--- src/rtl/pcie_msg_q_pkg.sv ---
// pcie_msg_q_pkg: shared widths, pointer helpers and saturation constants
// for the multi-queue message interrupt controller.
package pcie_msg_q_pkg;

    localparam int NUM_Q_DEF  = 4;
    localparam int QID_W_DEF  = 2;
    localparam int SLOT_W_DEF = 4;
    localparam int CNT_W_DEF  = 5;
    localparam int TMR_W_DEF  = 16;
    localparam int PTR_MAX_W  = 17;
    localparam logic [7:0] SAT8_MAX = 8'hFF;

    function automatic int ptr_w(input int slot_w);
        return slot_w + 1;
    endfunction

    // Forward distance from b to a on a ring of 2^w entries (w = pointer width).
    function automatic logic [PTR_MAX_W-1:0] ptr_dist(
        input logic [PTR_MAX_W-1:0] a,
        input logic [PTR_MAX_W-1:0] b,
        input int                   w
    );
        logic [PTR_MAX_W-1:0] m;
        m = (PTR_MAX_W'(1) << w) - PTR_MAX_W'(1);
        return (a - b) & m;
    endfunction

endpackage

--- src/rtl/pcie_msg_q_chan.sv ---
// pcie_msg_q_chan: one message ring (wptr/rptr), its read-pointer legality
// check and the coalescing pend/timer/status state for that queue.
module pcie_msg_q_chan
    import pcie_msg_q_pkg::*;
#(
    parameter int SLOT_W = SLOT_W_DEF,
    parameter int CNT_W  = CNT_W_DEF,
    parameter int TMR_W  = TMR_W_DEF
) (
    input  logic              clk,
    input  logic              rst,
    input  logic              i_msg,
    input  logic              i_rptr_we,
    input  logic [SLOT_W:0]   i_rptr_wdata,
    input  logic              i_intr_clear,
    input  logic [CNT_W-1:0]  i_coal_thresh,
    input  logic [TMR_W-1:0]  i_coal_timeout,
    output logic [SLOT_W:0]   o_wptr,
    output logic [SLOT_W:0]   o_rptr,
    output logic              o_full,
    output logic              o_empty,
    output logic              o_status,
    output logic              o_rptr_err
);

    localparam int PW = ptr_w(SLOT_W);
    localparam logic [SLOT_W:0]  P_ONE = 1;
    localparam logic [CNT_W-1:0] C_ONE = 1;
    localparam logic [TMR_W-1:0] T_ONE = 1;

    logic [SLOT_W:0]  wptr_q, wptr_d, rptr_q, rptr_d, count;
    logic [CNT_W-1:0] pend_q, pend_d, thresh;
    logic [TMR_W-1:0] tmr_q, tmr_d;
    logic             status_q, status_d, accept, rptr_ok, set;

    assign count      = wptr_q - rptr_q;
    assign o_full     = count == {1'b1, {SLOT_W{1'b0}}};
    assign o_empty    = count == '0;
    assign accept     = i_msg && !o_full;
    // Legality uses the pre-accept count so a same-cycle accept cannot widen it.
    assign rptr_ok    = ptr_dist(PTR_MAX_W'(i_rptr_wdata), PTR_MAX_W'(rptr_q), PW) <= PTR_MAX_W'(count);
    assign o_rptr_err = i_rptr_we && !rptr_ok;
    assign thresh     = (i_coal_thresh == '0) ? C_ONE : i_coal_thresh;
    assign set        = !status_q && ((pend_q >= thresh) ||
                        (i_coal_timeout != '0 && tmr_q == i_coal_timeout && pend_q != '0));

    always_comb begin
        wptr_d   = accept ? wptr_q + P_ONE : wptr_q;
        rptr_d   = (i_rptr_we && rptr_ok) ? i_rptr_wdata : rptr_q;
        pend_d   = set ? '0 : (accept && pend_q != '1) ? pend_q + C_ONE : pend_q;
        tmr_d    = set ? '0 : (pend_q != '0 && !status_q) ? tmr_q + T_ONE : tmr_q;
        status_d = set || (status_q && !i_intr_clear);
    end

    always_ff @(posedge clk or posedge rst) begin
        if (rst) begin
            wptr_q   <= '0;
            rptr_q   <= '0;
            pend_q   <= '0;
            tmr_q    <= '0;
            status_q <= 1'b0;
        end else begin
            wptr_q   <= wptr_d;
            rptr_q   <= rptr_d;
            pend_q   <= pend_d;
            tmr_q    <= tmr_d;
            status_q <= status_d;
        end
    end

    assign o_wptr   = wptr_q;
    assign o_rptr   = rptr_q;
    assign o_status = status_q;

endmodule

--- src/rtl/pcie_msg_queue_intr_ctrl.sv ---
// pcie_msg_queue_intr_ctrl: per-queue message rings with coalesced, maskable
// W1C interrupts plus saturating drop and bad-header counters.
module pcie_msg_queue_intr_ctrl
    import pcie_msg_q_pkg::*;
#(
    parameter int NUM_Q  = NUM_Q_DEF,
    parameter int QID_W  = QID_W_DEF,
    parameter int SLOT_W = SLOT_W_DEF,
    parameter int CNT_W  = CNT_W_DEF,
    parameter int TMR_W  = TMR_W_DEF
) (
    input  logic                      clk,
    input  logic                      rst,
    input  logic                      i_msg_done,
    input  logic [QID_W-1:0]          i_msg_qid,
    input  logic                      i_hdr_err,
    input  logic [NUM_Q-1:0]          i_rptr_we,
    input  logic [SLOT_W:0]           i_rptr_wdata,
    input  logic [NUM_Q-1:0]          i_intr_clear,
    input  logic [NUM_Q-1:0]          i_intr_mask,
    input  logic [CNT_W-1:0]          i_coal_thresh,
    input  logic [TMR_W-1:0]          i_coal_timeout,
    output logic [NUM_Q*(SLOT_W+1)-1:0] o_wptr,
    output logic [NUM_Q*(SLOT_W+1)-1:0] o_rptr,
    output logic [NUM_Q-1:0]          o_full,
    output logic [NUM_Q-1:0]          o_empty,
    output logic [NUM_Q-1:0]          o_intr_status,
    output logic                      o_msg_interrupt,
    output logic                      o_msg_drop,
    output logic                      o_rptr_err,
    output logic [7:0]                o_drop_cnt,
    output logic [7:0]                o_bad_hdr_cnt
);

    logic [NUM_Q-1:0] hit, rptr_err;
    logic             drop, intr_q, intr_d, drop_q, rptr_err_q, rptr_err_d;
    logic [7:0]       drop_cnt_q, drop_cnt_d, hdr_cnt_q, hdr_cnt_d;

    for (genvar g = 0; g < NUM_Q; g++) begin : g_q
        assign hit[g] = i_msg_done && (i_msg_qid == QID_W'(g));
        pcie_msg_q_chan #(
            .SLOT_W (SLOT_W),
            .CNT_W  (CNT_W),
            .TMR_W  (TMR_W)
        ) u_chan (
            .clk            (clk),
            .rst            (rst),
            .i_msg          (hit[g]),
            .i_rptr_we      (i_rptr_we[g]),
            .i_rptr_wdata   (i_rptr_wdata),
            .i_intr_clear   (i_intr_clear[g]),
            .i_coal_thresh  (i_coal_thresh),
            .i_coal_timeout (i_coal_timeout),
            .o_wptr         (o_wptr[g*(SLOT_W+1) +: SLOT_W+1]),
            .o_rptr         (o_rptr[g*(SLOT_W+1) +: SLOT_W+1]),
            .o_full         (o_full[g]),
            .o_empty        (o_empty[g]),
            .o_status       (o_intr_status[g]),
            .o_rptr_err     (rptr_err[g])
        );
    end

    // An out-of-range qid hits no queue, so it falls into the drop case too.
    assign drop = i_msg_done && !(|(hit & ~o_full));

    always_comb begin
        drop_cnt_d = (drop && drop_cnt_q != SAT8_MAX) ? drop_cnt_q + 8'd1 : drop_cnt_q;
        hdr_cnt_d  = (i_hdr_err && hdr_cnt_q != SAT8_MAX) ? hdr_cnt_q + 8'd1 : hdr_cnt_q;
        intr_d     = |(o_intr_status & ~i_intr_mask);
        rptr_err_d = |rptr_err;
    end

    always_ff @(posedge clk or posedge rst) begin
        if (rst) begin
            drop_q     <= 1'b0;
            rptr_err_q <= 1'b0;
            intr_q     <= 1'b0;
            drop_cnt_q <= '0;
            hdr_cnt_q  <= '0;
        end else begin
            drop_q     <= drop;
            rptr_err_q <= rptr_err_d;
            intr_q     <= intr_d;
            drop_cnt_q <= drop_cnt_d;
            hdr_cnt_q  <= hdr_cnt_d;
        end
    end

    assign o_msg_drop      = drop_q;
    assign o_rptr_err      = rptr_err_q;
    assign o_msg_interrupt = intr_q;
    assign o_drop_cnt      = drop_cnt_q;
    assign o_bad_hdr_cnt   = hdr_cnt_q;

endmodule

--- config.mk ---
export PLATFORM = sky130hd
export DESIGN_NAME = pcie_msg_queue_intr_ctrl
export DESIGN_NICKNAME = d
export VERILOG_FILES = /design/src/rtl/pcie_msg_q_pkg.sv /design/src/rtl/pcie_msg_q_chan.sv /design/src/rtl/pcie_msg_queue_intr_ctrl.sv
export SDC_FILE = /design/constraint.sdc
export NUM_CORES = 1
export LEC_CHECK = 0
export BUFFER_PORTS_ARGS = -buffer_cell sky130_fd_sc_hd__buf_4
export CAP_MARGIN = 20
export CELL_PAD_IN_SITES_DETAIL_PLACEMENT = 1
export CELL_PAD_IN_SITES_GLOBAL_PLACEMENT = 2
export CORE_ASPECT_RATIO = 1.1
export CORE_MARGIN = 5
export CORE_UTILIZATION = 38
export DETAILED_ROUTE_END_ITERATION = 7
export PLACE_DENSITY_LB_ADDON = 0.1
export SETUP_SLACK_MARGIN = 0.05
export SLEW_MARGIN = 40
export SYNTH_ARGS = -nofsm -noshare
export SYNTH_HDL_FRONTEND = slang
export SYNTH_SLANG_ARGS = --single-unit
--- constraint.sdc ---
create_clock -name clk -period 6 [get_ports clk]
set_clock_uncertainty 0.05 [all_clocks]
set_input_delay 1.2 -clock clk [delete_from_list [all_inputs] [get_ports clk]]
set_output_delay 1.2 -clock clk [all_outputs]
set_load 0.02 [all_outputs]
==> results.toml <==
[clock_network]
cts_hold_buf = 0
cts.sinks = 147
postCtsSetupRepairBufs = 0
cts_inserted_buffers = 17
ctsLongestPathBuffers = 2
htreeDepth = 4
path_clk_slew_ps = 70
cts_resized = 0
worstSkewPairLatency_ps = 430
cts_tree = "done"
root_buffer = "clkbuf_16"

[finish]
n_antenna_cell = 0
area_delta_synth_final_pct = 17.7
seq_area_sq_um = 3680
fin_util_pct = 45.5
nNetsFinal = 1230
final_cells = 1447
drive_above_1_share_pct = 16.9
multi_input_area_sq_um = 5690
fillers = 2882

[critical_path]
cp_top_family = "adder cells"
path_max_fanout = 5
startpoint_type = "flip-flop"
crit_slowest_cell = "dfrtp_1"
critPathCaptureType = "output port"
crit_path_max_incr_delay_ps = 470
cp.required_ps = 4750
cp.depth = 9
r2r_setup_slack_ps = 2230
reg2reg_to = "o_drop_cnt[6]"
critPathMostFrequentCell = "inv_1"
path_buf_inv = 3
cp_cell_sequence = "inv_1 > ha_1 > inv_1 > fa_1 > a21o_1 > a21oi_1 > xnor2_1 > nor3_1 > buf_4"
reg2reg_from = "g_q[0].u_chan.o_wptr[0]"
path_class = "reg2out"
arrival_ps = 2840
r2r_cells = 11
crit_start = "g_q[2].u_chan.o_wptr[0]"
critPathCapture = "o_full[2]"

[yosys]
yosys-top-cells-area = "dfrtp_1, ha_1, xnor2_1, xor2_1, nor2_1"
syn_inst = 992
synthArstFlopShare_pct = 100
synth-seq-area-share_pct = 37.5
yosysWarnings = 0
syn_area_per_cell_sq_um = 9.88
synth_top_area_share_pct = 37.5
synth_area_sq_um = 9800
synth_edf_count = 0
ys_ff_latch = 147
postSynthNetCount = 1134
ys_dominant_reg_cell = "dfrtp_1"
post_synth_num_cell_types = 51
yosys.area.top_type = "dfrtp_1"

[sta]
min_period_ps = 4090
drv_slew = 0
hold_ws_ps = 449
fin_crit_sh_pct = 68.2
tightest_slew_ps = 781
final_hold_viol_count = 0
slew_headroom_pct = 47.2
rsz0062_at_grt = "no"
fin_setup_tns_ps = 0
max_freq_mhz = 245
setup_viol = 0

[die]
dieArea_sq_um = 29100
die_height_um = 178
dieWidth_um = 163
rows = 61
initial_utilization_pct = 38.7
design.core.area_sq_um = 25300
io_pins = 115

[grt]
grtUsageTotal_pct = 18.8
grt_overflow = 0
grt_pass1_vias = 8046
antenna_found_initial = 0
grt_start_max_net_pins = 76
grt_pass1_wl_um = 43200

[routing]
post_drt_wl_per_cell_um = 18.1
drtIter0Drc = 244
ant_nets = 0
route.detailed.drc = 0
num_vias = 7267
vias_per_cell = 5.02
firstDrtPassIters = 4
wl_um = 26200

[flow_run]
maxCapViolCount = 0

[pwr]
total_leakage_power_nw = 5.49
power.density_nw_per_um2 = 625
fin_total_pwr_mw = 7.21
ir_drop_mv = 0.214

[placed_design]
io_buffers = 114
gp_congestion = 0.786
dp_cells = 1415
dp_hpwl_um = 20000

[status]
status = "completed"

[worst_hold_path]
holdCritPathClass = "reg2reg"
[cell usage after synthesis, types with 2 or more instances]
cell      number
nand2_1       41
a211oi_1       2
nand2b_1       9
buf_4         12
a21oi_1       24
or3_1          2
nor4b_1        4
nand3b_1       6
xor2_1        80
nor2b_1        8
mux2_1         2
dfrtp_1      147
and3_1        17
nand4_1       46
o21ai_1        4
nand3_1       33
nor4_1        10
clkbuf_1      28
xnor2_1      121
nor3b_1        5
nor4_4         2
mux2i_1       14
o21bai_1       2
o21ai_0        8
a31oi_1        5
and4_1         6
inv_1         66
nor3_1         9
ha_1          90
mux2_2        21
nor2_1       108
fa_1           8
a21o_1        34
[worst register-to-register path: cells and delay by family (launching register included)]
| family | cells | cell delay (ps) |
|---|---|---|
| AOI/OAI and AO/OA | 3 | 970 |
| and+or+nand+nor | 2 | 940 |
| adders and majority gates | 2 | 550 |
| DFF | 1 | 460 |
| muxes | 1 | 340 |
| buffers and inverters | 2 | 180 |
| xor gates and xnor gates | 1 | 160 |
[registers in the layout, summed over array words and instances (netlist names)]
name / flops
g_q.u_chan.o_wptr: 20
g_q.u_chan.pend_q: 20
o_msg_interrupt: 1
o_bad_hdr_cnt: 8
o_drop_cnt: 8
g_q.u_chan.o_rptr: 20
o_msg_drop: 1
g_q.u_chan.o_status: 4
g_q.u_chan.tmr_q: 64
o_rptr_err: 1
[where the power goes]
part / switching, mW / internal (mW)
clock: 0.485 / 0.596
sequential: 0.629 / 1.43
combinational: 2.14 / 1.94
total: 3.25 / 3.96
[how the worst min path moves through the flow]
| stage | start | cells after the start | slack, ps | to |
|---|---|---|---|---|
| after floorplan | g_q[0].u_chan.tmr_q[15] | 2 | 470 | g_q[0].u_chan.tmr_q[15] |
| after global placement | o_drop_cnt[5] | 1 | 430 | o_drop_cnt[5] |
| after detailed placement | o_drop_cnt[5] | 1 | 440 | o_drop_cnt[5] |
| after CTS | o_drop_cnt[5] | 1 | 450 | o_drop_cnt[5] |
| after global routing | o_bad_hdr_cnt[7] | 1 | 480 | o_bad_hdr_cnt[7] |
| final | o_drop_cnt[5] | 1 | 450 | o_drop_cnt[5] |
[stage by stage]
| step | setup WS [ps] | cell area (sq um) |
|---|---|---|
| after floorplan | 799 | 9800 |
| after global placement | 1970 | 10900 |
| after detailed placement | 1940 | 10900 |
| after CTS | 1840 | 11500 |
| after global routing | 1700 | 11500 |
| final | 1910 | 11500 |
[area by class of cell]
| cell class | count | share of cell area (%) |
|---|---|---|
| clock inverters | 14 | 1.24 |
| multi-input cells | 736 | 49.3 |
| flip-flops and latches | 147 | 31.9 |
| well taps | 346 | 3.75 |
| clock buffers | 18 | 3.81 |
| inverters | 66 | 2.19 |
| repair buffers | 120 | 7.81 |
[layout by cell type, fill, tap and decap left out, drive strengths merged, types with 2 or more instances in the layout]
cell type	n
nor3	10
or3	2
nor4b	5
nand2b	9
clkbuf	18
fa	8
nor2	108
nand3	33
mux2i	14
nand3b	6
mux2	23
inv	73
ha	90
nor4	12
buf	120
nand2	41
clkinvlp	2
and4	6
a21o	34
xnor2	121
clkinv	4
dfrtp	147
a21oi	25
o21bai	2
a211oi	2
a31oi	5
xor2	80
nand4	46
and3	17
nor2b	8
o21ai	12
nor3b	5
[layer usage]
metal,wire length [um],GRT usage (%),vias to the layer above
met5,0,0,-
met1,11600,23.4,3618
met2,13700,34.3,87
met4,298,4.12,0
met3,719,2.87,23
li1,-,-,3539
[cells by family after synthesis]
kind of cell | share of synthesized area, %
and+or+nand+nor | 16.4
xor gates and xnor gates | 18.0
DFF | 37.5
buffers and inverters | 4.72
adders and majority gates | 13.1
AOI/OAI and AO/OA | 6.13
muxes | 4.07
Power figures use the tool's default switching activity.
